--- config.mk ---
export PLATFORM = sky130hd
export DESIGN_NAME = int_controller
export DESIGN_NICKNAME = d
export VERILOG_FILES = /design/src/rtl/int_controller.sv
export SDC_FILE = /design/constraint.sdc
export NUM_CORES = 1
export LEC_CHECK = 0
export ABC_AREA = 1
export CORE_MARGIN = 2
export CORE_UTILIZATION = 45
export DETAILED_ROUTE_END_ITERATION = 16
export GPL_TIMING_DRIVEN = 0
export PLACE_DENSITY_LB_ADDON = 0.25
export SYNTH_ARGS = -nofsm -noshare
export SYNTH_HDL_FRONTEND = slang
export SYNTH_SLANG_ARGS = --single-unit
--- constraint.sdc ---
create_clock -name clock -period 3.75 [get_ports clock]
set_clock_uncertainty 0.1 [all_clocks]
set_input_delay 0.375 -clock clock [delete_from_list [all_inputs] [get_ports clock]]
set_output_delay 0.375 -clock clock [all_outputs]
set_load 0.01 [all_outputs]
--- src/rtl/int_controller.sv ---
// Memory-mapped interrupt controller for the jacaranda-8 core: edge-latched pending bits,
// fixed lowest-index priority, one-cycle request pulse, and in-service hold until EOI.
module int_controller #(
    parameter int          N_SRC     = 4,
    parameter logic [7:0]  BASE_ADDR = 8'hF0
) (
    input  logic             clock,
    input  logic             reset_n,
    input  logic [N_SRC-1:0] src,
    input  logic [7:0]       addr,
    input  logic [7:0]       w_data,
    input  logic             w_en,
    output logic [7:0]       r_data,
    output logic             int_req,
    output logic [7:0]       int_vec,
    output logic [7:0]       int_en
);

    localparam logic [7:0] EN_MASK = 8'((1 << (N_SRC + 1)) - 1);

    typedef enum logic [1:0] {
        IDLE    = 2'd0,
        REQ     = 2'd1,
        SERVICE = 2'd2
    } state_t;

    state_t           state_q, state_d;
    logic [7:0]       en_q, en_d;
    logic [N_SRC-1:0] pend_q, pend_d;
    logic [N_SRC-1:0] src_q, src_d;
    logic [7:0]       vec_q [4];
    logic [7:0]       vec_d [4];
    logic             in_service_q, in_service_d;
    logic [1:0]       id_q, id_d;
    logic             int_req_q, int_req_d;
    logic [7:0]       int_vec_q, int_vec_d;

    logic             hit;
    logic [2:0]       off;
    logic             wr;
    logic [N_SRC-1:0] edges;
    logic [N_SRC-1:0] elig;
    logic [1:0]       sel_id;

    always_comb begin
        hit    = (addr[7:3] == BASE_ADDR[7:3]);
        off    = addr[2:0];
        wr     = w_en && hit;
        edges  = src & ~src_q;
        elig   = pend_q & en_q[N_SRC:1];
        sel_id = 2'd0;
        for (int i = N_SRC - 1; i >= 0; i--) begin
            if (elig[i]) sel_id = 2'(i);
        end

        state_d      = state_q;
        en_d         = en_q;
        pend_d       = pend_q;
        src_d        = src;
        in_service_d = in_service_q;
        id_d         = id_q;
        int_req_d    = 1'b0;
        int_vec_d    = int_vec_q;
        for (int k = 0; k < 4; k++) vec_d[k] = vec_q[k];

        if (wr) begin
            case (off)
                3'd0:    en_d   = w_data & EN_MASK;
                3'd1:    pend_d = pend_q & ~w_data[N_SRC-1:0];
                3'd4, 3'd5, 3'd6, 3'd7: begin
                    if (int'(off[1:0]) < N_SRC) vec_d[off[1:0]] = w_data;
                end
                default: ;
            endcase
        end

        case (state_q)
            IDLE: begin
                if (en_q[0] && (|elig)) begin
                    id_d      = sel_id;
                    int_vec_d = vec_q[sel_id];
                    int_req_d = 1'b1;
                    state_d   = REQ;
                end
            end
            REQ: begin
                // Global enable dropped while leaving IDLE: abort, keep the source pending.
                if (en_q[0]) begin
                    for (int i = 0; i < N_SRC; i++) begin
                        if (2'(i) == id_q) pend_d[i] = 1'b0;
                    end
                    in_service_d = 1'b1;
                    state_d      = SERVICE;
                end else begin
                    state_d = IDLE;
                end
            end
            SERVICE: begin
                if (wr && off == 3'd2) begin
                    in_service_d = 1'b0;
                    state_d      = IDLE;
                end
            end
            default: state_d = IDLE;
        endcase

        // New edges are applied last so they win over any clear in the same cycle.
        pend_d = pend_d | edges;
    end

    always_ff @(posedge clock or negedge reset_n) begin
        if (!reset_n) begin
            state_q      <= IDLE;
            en_q         <= 8'd0;
            pend_q       <= '0;
            src_q        <= '0;
            in_service_q <= 1'b0;
            id_q         <= 2'd0;
            int_req_q    <= 1'b0;
            int_vec_q    <= 8'd0;
            for (int k = 0; k < 4; k++) vec_q[k] <= 8'd0;
        end else begin
            state_q      <= state_d;
            en_q         <= en_d;
            pend_q       <= pend_d;
            src_q        <= src_d;
            in_service_q <= in_service_d;
            id_q         <= id_d;
            int_req_q    <= int_req_d;
            int_vec_q    <= int_vec_d;
            for (int k = 0; k < 4; k++) vec_q[k] <= vec_d[k];
        end
    end

    always_comb begin
        r_data = 8'd0;
        if (hit) begin
            case (off)
                3'd0:    r_data = en_q;
                3'd1:    r_data = 8'(pend_q);
                3'd2:    r_data = {in_service_q, 5'b0, id_q};
                3'd4, 3'd5, 3'd6, 3'd7: begin
                    if (int'(off[1:0]) < N_SRC) r_data = vec_q[off[1:0]];
                end
                default: r_data = 8'd0;
            endcase
        end
    end

    assign int_req = int_req_q;
    assign int_vec = int_vec_q;
    assign int_en  = en_q;

endmodule
======== Word-level counts from Yosys, hierarchy flattened ========
Cells that the tools add are included.
word-level totals
  register bits ........................... 59
  latch bits .............................. 0
  RAM bits ................................ 0
  bits in read-only memories .............. 0
  output and inout port bits .............. 25
  memories kept ........................... 0
cells by class
  add/subtract/negate cells ............... 0
  multipliers ............................. 0
  divide/modulo/power cells ............... 0
  $lt $le $gt $ge ......................... 3
  eq/ne operators ......................... 15
  shifts and indexed selects .............. 0
  mux-type cells .......................... 32
  bitwise operators ....................... 8
  reduce and logical (&&, ||, !) cells .... 15
operators with widths
  cell                number
  $mux 8              6
  $bmux 8 s2          2
  $bwmux 32           1
  $pmux 8 s4          1
  $demux 8 s2         1
  $mux 4              4
  $mux 2              7
  $and 4x4->4         3
  $eq 3x3->1 const B  4
  $mux 1              8
  $not 4->4           2
  $reduce_and 2->1    4
  $reduce_or 4->1     2
  $ge 3x3->1 const B  2
  $ne 2x2->1 const B  3
  $not 2->3           2
  $pmux 2 s3          1
  $eq 5x5->1 const B  1
  $eq 2x2->1 const A  2
  $logic_and 1x1->1   4
  $logic_not 2->1     2
  $or 4x4->4          1
  $eq 3x1->1 const B  1
  $eq 3x2->1 const B  1
  8 further kinds     8

======== Longest topological paths before layout ========
Gate-level depths: netlist (run 1).
  word-level depth ........................ 9
  depth in mapped cells ................... 11
  mapped depth without buffers ............ 10

======== Worst setup path before layout (run 1) ========
OpenSTA, ideal clock, no wires.
  kind .................................... input-to-output
  from .................................... in addr[2]
  to ...................................... out r_data[1]
  data arrival time ....................... 1163 ps
  data required time ...................... 3275 ps
  path slack .............................. 2112 ps
  stages .................................. 6
  cells stage by stage .................... buf_6 > inv_2 > nand2_1 > inv_2 > a21oi_1 > a21oi_1
on the way
  longest elaborated chain between the ends .. 4
  elaborated cells between the ends (all ways) .. 10
ends and longest elaborated chain
  item             RTL line  text
  from (decl)      10        input logic [7:0] addr,
  $eq 3x3->1       138       case (off)
  $reduce_or 4->1  138
  $pmux 8 s4 *     138
  $mux 8 *         137       if (hit) begin
  to (decl)        13        output logic [7:0] r_data,
Every way passes the cells marked *; elsewhere a longest branch is shown, timed or not.

======== Worst setup path after layout (run 1) ========
  from .................................... in addr[1]
  to ...................................... out r_data[3]
on the way
  longest elaborated chain between the ends .. 6
  elaborated cells between the ends (all ways) .. 14
ends and longest elaborated chain
  item                                        RTL line  text
  $not 2->3 (implied by the code)             143       if (int'(off[1:0]) < N_SRC) r_data = vec_q[off[1:0]];
  $bmux 8 s2                                  143
  $mux 8 (implied by the code) (2 in series)  143
  $pmux 8 s4 *                                138
  $mux 8 *                                    137
Every way passes the cells marked *; elsewhere a longest branch is shown, timed or not. The select of a mux whose other input is x is not followed.

==> run_results.csv, run 1 <==
group,metric,value,unit
floorplanning,placementRows,30,
cts,root_buffer,"clkbuf_8",
synth,yosys.area.top_type,"dfrtp_1",
sta,finalHoldViolations,0,
cells_and_area,seqCellArea,0.00148,mm²
grt,antenna_found_initial,0,
place,gp_congestion,0.913,
cells_and_area,layoutNonFillerInstCount,527,
grt,grt_max_degree,31,
worst_setup_path,cp.required,3270,ps
routing,first_pass_iters,6,
cts,clockBufferDepth,2,
worst_setup_path,critPathKind,"in2out",
cells_and_area,n_antenna_cell,0,
cells_and_area,n_fill_cell,619,
grt,grt_util_all_layers,0.235,
cells_and_area,fin_nets,465,
sta,rsz0062_at_grt,"false",
worst_setup_path,arrival,2500,ps
place,portBuffers,43,
synth,ys_types,28,
cts,cts_max_level,3,
floorplanning,coreArea,0.00676,mm²
floorplanning,initial_core_util,0.464,
power_and_ir_drop,vdd_drop_max,0.231,mV
routing,routed_via_density,5.26,
sta,fin_crit,2980,ps
cts,path_clk_slew,60,ps
synth,ys_seq_area_frac,0.471,
synth,netlist_area,0.00314,mm²
sta,fin_crit_sh,0.794,
grt,overflow,0,
sta,slew_viol_final,0,
power_and_ir_drop,leakage,1.90,nW
power_and_ir_drop,p_per_area,373,mW/mm²
worst_setup_path,path_max_fanout,9,
min_path,hold_class,"reg2reg",
status,status,"complete, no violations",
synth,syn_inst,384,
routing,wl_per_cell,15.7,µm
worst_setup_path,cp-start-kind,"primary input",
grt,grt_pass1_vias,2612,
cts,cts_inserted_buffers,9,
synth,synth_top_area_frac,0.471,
run,maxCapViolCount,0,
floorplanning,die_area,0.00765,mm²
cells_and_area,multi_input_area,0.00135,mm²
floorplanning,dieHeight,87.5,µm
routing,drc,0,
sta,finalSetupViolCount,0,
grt,grt_first_pass_wirelength,13200,µm
cts,clock_sinks,59,
floorplanning,die_w,87.5,µm
synth,synth-seq-cells,59,
sta,fmax,336,MHz
sta,relSlewSlack,0.539,
sta,setup-tns-final,0,ps
routing,num_vias,2774,
cells_and_area,area_delta_synth_final,24.4,%
synth,synthTopCellsByArea,"dfrtp_1 (47%), nand2_1 (14%), inv_1 (6.0%)",
floorplanning,num_io_pins,48,
place,dp_cells,510,
routing,drtAntennaViolNets,0,
synth,avgSynthCellArea,8.17,µm²
routing,drt-total-wl,8270,µm
cts,cts_resized,0,
place,hpwl,6050,µm
cts,clock_latency,350,ps
routing,drtIter0Drc,203,
cells_and_area,drive_above_1_share,0.143,
cts,cts_tree,"built",
worst_setup_path,worstSetupEndpointType,"output port",
synth,synth_warnings,0,
sta,tightest_slew,692,ps
[per-stage QoR]
step	total power (W)	instance area (µm²)	utilization	setup slack, ps	hold WS, ps
6_report	0.00146	3900	0.577	773	341
4_1_cts	0.00147	3900	0.577	790	338
5_1_grt	0.00152	3900	0.577	684	346
2_1_floorplan	0.000789	3140	-	2110	-20.6
3_3_place_gp	0.000863	3670	0.544	380	319
3_5_place_dp	0.000870	3690	0.546	797	329
[metal layers]
layer / global-route usage / up-vias / share of wire
met5: 0 / - / 0
met1: 0.325 / 1310 / 0.44
met4: 0.0895 / 0 / 0.019
li1: - / 1352 / -
met3: 0.0588 / 12 / 0.069
met2: 0.355 / 100 / 0.47
[layout make-up]
cell class | instances | share of cell area
multi-input cells | 258 | 0.345
inverters | 55 | 0.0529
well taps | 80 | 0.0257
plain buffers | 14 | 0.0298
clock buffers | 10 | 0.0353
clock inverters | 6 | 0.0164
flip-flops and latches | 59 | 0.378
repair buffers | 45 | 0.117
[cell usage in the layout, fill, tap and decap left out, types with 5 or more instances in the layout]
cell	Yosys	routed
a21oi_1	8	8
a22oi_1	14	14
buf_6	6	6
clkbuf_8	0	10
clkdlybuf4s50_1	0	42
dfrtp_1	59	59
inv_1	50	50
nand2_1	114	114
nand2_4	7	7
nand3_1	34	34
nor2_1	7	7
nor2_4	5	5
nor3_1	5	5
o21ai_0	7	7
o21ai_1	23	23
o21ai_2	12	12
[critical path: stages]
cell and delay [ps]:
clkdlybuf4s50_1 560, nand2_1 180, clkinv_1 340, a22oi_1 270
nand2_1 90, a21oi_1 130, nor2_1 60, clkdlybuf4s50_1 490
[sequential cells by signal, summed over array words and instances, names as in the netlist]
signal	flops
id_q	2
src_q	4
in_service_q	1
int_en	5
int_req	1
int_vec	8
state_q	2
vec_q	32
pend_q	4
[what timing repair did]
item                      CTS  global route
hold buffers                1             0
setup buffers               0             0
hold endpoints to repair   29             0
[cell families (layout without fill, tap and decap cells)]
logic type	Yosys count	in the layout	synth area share
buf+inv	69	130	0.103
compound gates	75	75	0.152
flops	59	59	0.471
simple gates	180	180	0.273
other cells	1	3	0.00120
[cell usage after synthesis, drive strengths merged]
| library cell | count |
|---|---|
| nand2 | 123 |
| dfrtp | 59 |
| inv | 54 |
| o21ai | 42 |
| nand3 | 35 |
| a22oi | 14 |
| buf | 13 |
| nor2 | 13 |
| a21oi | 9 |
| nor3 | 5 |
| nand3b | 4 |
| o211ai | 4 |
| o22ai | 4 |
| a31oi | 2 |
| clkbuf | 1 |
| clkinv | 1 |
| conb | 1 |
[report_power, final]
| group | leakage, nW | switching (W) | internal, W | total, W |
|---|---|---|---|---|
| clock | 0.0987 | 0.000273 | 0.000324 | 0.000598 |
| sequential | 0.778 | 0.0000193 | 0.000660 | 0.000679 |
| combinational | 1.02 | 0.000111 | 0.0000686 | 0.000180 |
[worst paths after layout]
kind,endpoint,cells past startpoint,slack [ps],from
worst max-delay path,r_data[3],8,770,addr[1]
worst min-delay path,pend_q[3],1,340,src_q[3]
worst max register to register,int_vec[3],7,2100,int_en[1]
worst min register to register,pend_q[3],1,340,src_q[3]
max in group asynchronous,state_q[0],3,2450,reset_n
min in group asynchronous,vec_q[4],2,500,reset_n
Note: power is estimated with default switching activity, not from simulation.
==> inputs of run 2 (changes only) <==
clock period = 2.95 ns   (was 3.75 ns; I/O delays follow)
==> results of run 2 <==
The final DEF is identical to that of run 1. Status: complete, no violations.
Among the figures that moved: setup slack after placement 797 ps -> 157 ps; clock-pin slew on the worst setup and hold paths 60 ps -> 70 ps; setup slack after layout 773 ps -> 133 ps; hold slack 341 ps -> 308 ps; register-to-register setup slack 2100 ps -> 1300 ps; end point of the worst hold path pend_q[3] -> src_q[1]; total power 0.00146 W -> 0.00185 W; worst IR drop on VDD 0.231 mV -> 0.294 mV
==> inputs of run 3 (changes only) <==
SLEW_MARGIN = 40   (was not set)
==> run 3 against run 2 <==
Maximum frequency down 0.15%; critical path depth unchanged; count of clock-buffer cells in the layout unchanged; global-route usage unchanged; via count about the same; non-clock buffer count unchanged; combinational power about the same; largest cell class unchanged.
==> run_results.csv, run 3 (synthesis results as in run 1) <==
group,metric,value,unit
worst_setup_path,path_max_fanout,9,
cells_and_area,fin_nets,465,
worst_setup_path,cp_num_buf_inv,3,
cts,cts_max_level,3,
status,status,"complete, no violations",
cts,root_buffer,"clkbuf_8",
grt,grt_first_pass_wirelength,13200,µm
routing,drtAntennaViolNets,0,
cells_and_area,n_antenna_cell,0,
cells_and_area,mostFrequentLayoutCell,"nand2_1",
cts,post_cts_buffers,0,
worst_setup_path,cp_slowest_cell,"clkdlybuf4s50_1",
routing,wl_per_cell,15.7,µm
routing,first_pass_iters,5,
grt,antenna_found_initial,0,
worst_setup_path,critPathLaunch,"addr[1]",
sta,slew_viol_final,0,
cts,cts_tree,"built",
grt,grt_pass1_vias,2612,
floorplanning,initial_core_util,0.464,
routing,drc,0,
worst_setup_path,cp_slowest_stage_delay,560,ps
sta,fmax,354,MHz
cts,clock_sinks,59,
cells_and_area,drive_above_1_share,0.143,
cells_and_area,n_fill_cell,620,
cts,cts_inserted_buffers,9,
cells_and_area,largest_reg_flops,32,
worst_setup_path,cp-start-kind,"primary input",
sta,relSlewSlack,0.633,
place,hpwl,6050,µm
worst_setup_path,r2r_end,"id_q[1]",
min_path,hold_class,"in2async",
routing,num_vias,2773,
worst_setup_path,critPathKind,"in2out",
grt,grt_util_all_layers,0.235,
cts,clock_latency,350,ps
floorplanning,num_io_pins,48,
cts,cts_resized,0,
routing,drtIter0Drc,203,
sta,fin_crit_sh,0.956,
worst_setup_path,r2r_start,"int_en[1]",
worst_setup_path,worstSetupEndpointType,"output port",
floorplanning,dieHeight,87.5,µm
sta,fin_crit,2820,ps
cells_and_area,area_delta_synth_final,24.5,%
cts,clockBufferDepth,2,
worst_setup_path,cp_cell_sequence,"clkdlybuf4s50_1 > nand2_1 > clkinv_1 > a22oi_1 > nand2_1 > a21oi_1 > nor2_1 > clkdlybuf4s50_1",
routing,routed_via_density,5.26,
sta,tightest_slew,548,ps
floorplanning,placementRows,30,
cts,hold_buffers,1,
grt,grt_max_degree,31,
sta,finalSetupViolCount,0,
power_and_ir_drop,vdd_drop_max,0.294,mV
grt,overflow,0,
worst_setup_path,cp.required,2560,ps
sta,rsz0062_at_grt,"false",
worst_setup_path,rrSetupSlack,1300,ps
cells_and_area,most-common-layout-cells,"nand2_1 (114), dfrtp_1 (59), inv_1 (50)",
worst_setup_path,arrival,2430,ps
sta,setup_slack,129,ps
power_and_ir_drop,p_per_area,474,mW/mm²
place,pre_cts_ws,157,ps
worst_setup_path,path_delay_family,"buffers and inverters",
sta,finalHoldViolations,0,
floorplanning,coreArea,0.00676,mm²
place,gp_congestion,0.913,
cells_and_area,top_register,"vec_q",
routing,drt-total-wl,8280,µm
run,maxCapViolCount,0,
floorplanning,die_area,0.00765,mm²
power_and_ir_drop,leakage,1.90,nW
cts,path_clk_slew,70,ps
power_and_ir_drop,power,0.00185,W
place,portBuffers,43,
floorplanning,die_w,87.5,µm
worst_setup_path,ff2ff_path_depth,7,
==> run 3: report_power, final <==
group | switching [W] | internal [W] | leakage, nW
Sequential | 0.0000246 | 0.000839 | 0.778
Combinational | 0.000142 | 0.0000876 | 1.02
Clock | 0.000346 | 0.000412 | 0.0987
Total | 0.000513 | 0.00134 | 1.90
==> run 3: final cells by class <==
cell class | count | area (µm²) | area share
inverters | 55 | 206 | 0.0529
multi-input cells | 258 | 1350 | 0.345
clock buffers | 10 | 138 | 0.0353
plain buffers | 14 | 116 | 0.0298
repair buffers | 45 | 458 | 0.117
flip-flops and latches | 59 | 1480 | 0.378
well taps | 80 | 100 | 0.0256
clock inverters | 6 | 63.8 | 0.0163
==> run 3: worst max path at each step <==
| stage | slack, ps | depth (start not counted) | endpoint |
|---|---|---|---|
| finish | 130 | 8 | r_data[3] |
| global route | 40 | 8 | r_data[3] |
| CTS | 150 | 8 | r_data[3] |
| detailed placement | 160 | 8 | r_data[3] |
| global placement | -340 | 1 | in_service_q |
| floorplan | 1470 | 6 | r_data[1] |
==> run 3: worst register-to-register path: stages, from the launching register on <==
cell and delay (ps):
dfrtp_1 420, nand2_1 170, nand2_1 90, nor2_1 300, nor2_4 90, inv_1 90
buf_4 170, a21oi_1 90
==> run 3: layer usage <==
| layer | wire length (µm) | vias to the layer above | GRT usage |
|---|---|---|---|
| li1 | - | 1352 | - |
| met1 | 3690 | 1308 | 0.325 |
| met2 | 3890 | 99 | 0.355 |
| met3 | 549 | 14 | 0.0588 |
| met4 | 155 | 0 | 0.0895 |
| met5 | 0 | - | 0 |
==> run 3: per-stage QoR <==
step / utilization / hold WS, ps / TNS (ps) / instances / area, µm²
detailed placement: 0.546 / 149 / 0 / 510 / 3690
global route: 0.578 / 329 / 0 / 527 / 3900
floorplan: - / -101 / 0 / 386 / 3140
CTS: 0.578 / 301 / 0 / 527 / 3900
finish: 0.578 / 308 / 0 / 527 / 3900
global placement: 0.544 / 319 / -19940 / 509 / 3670
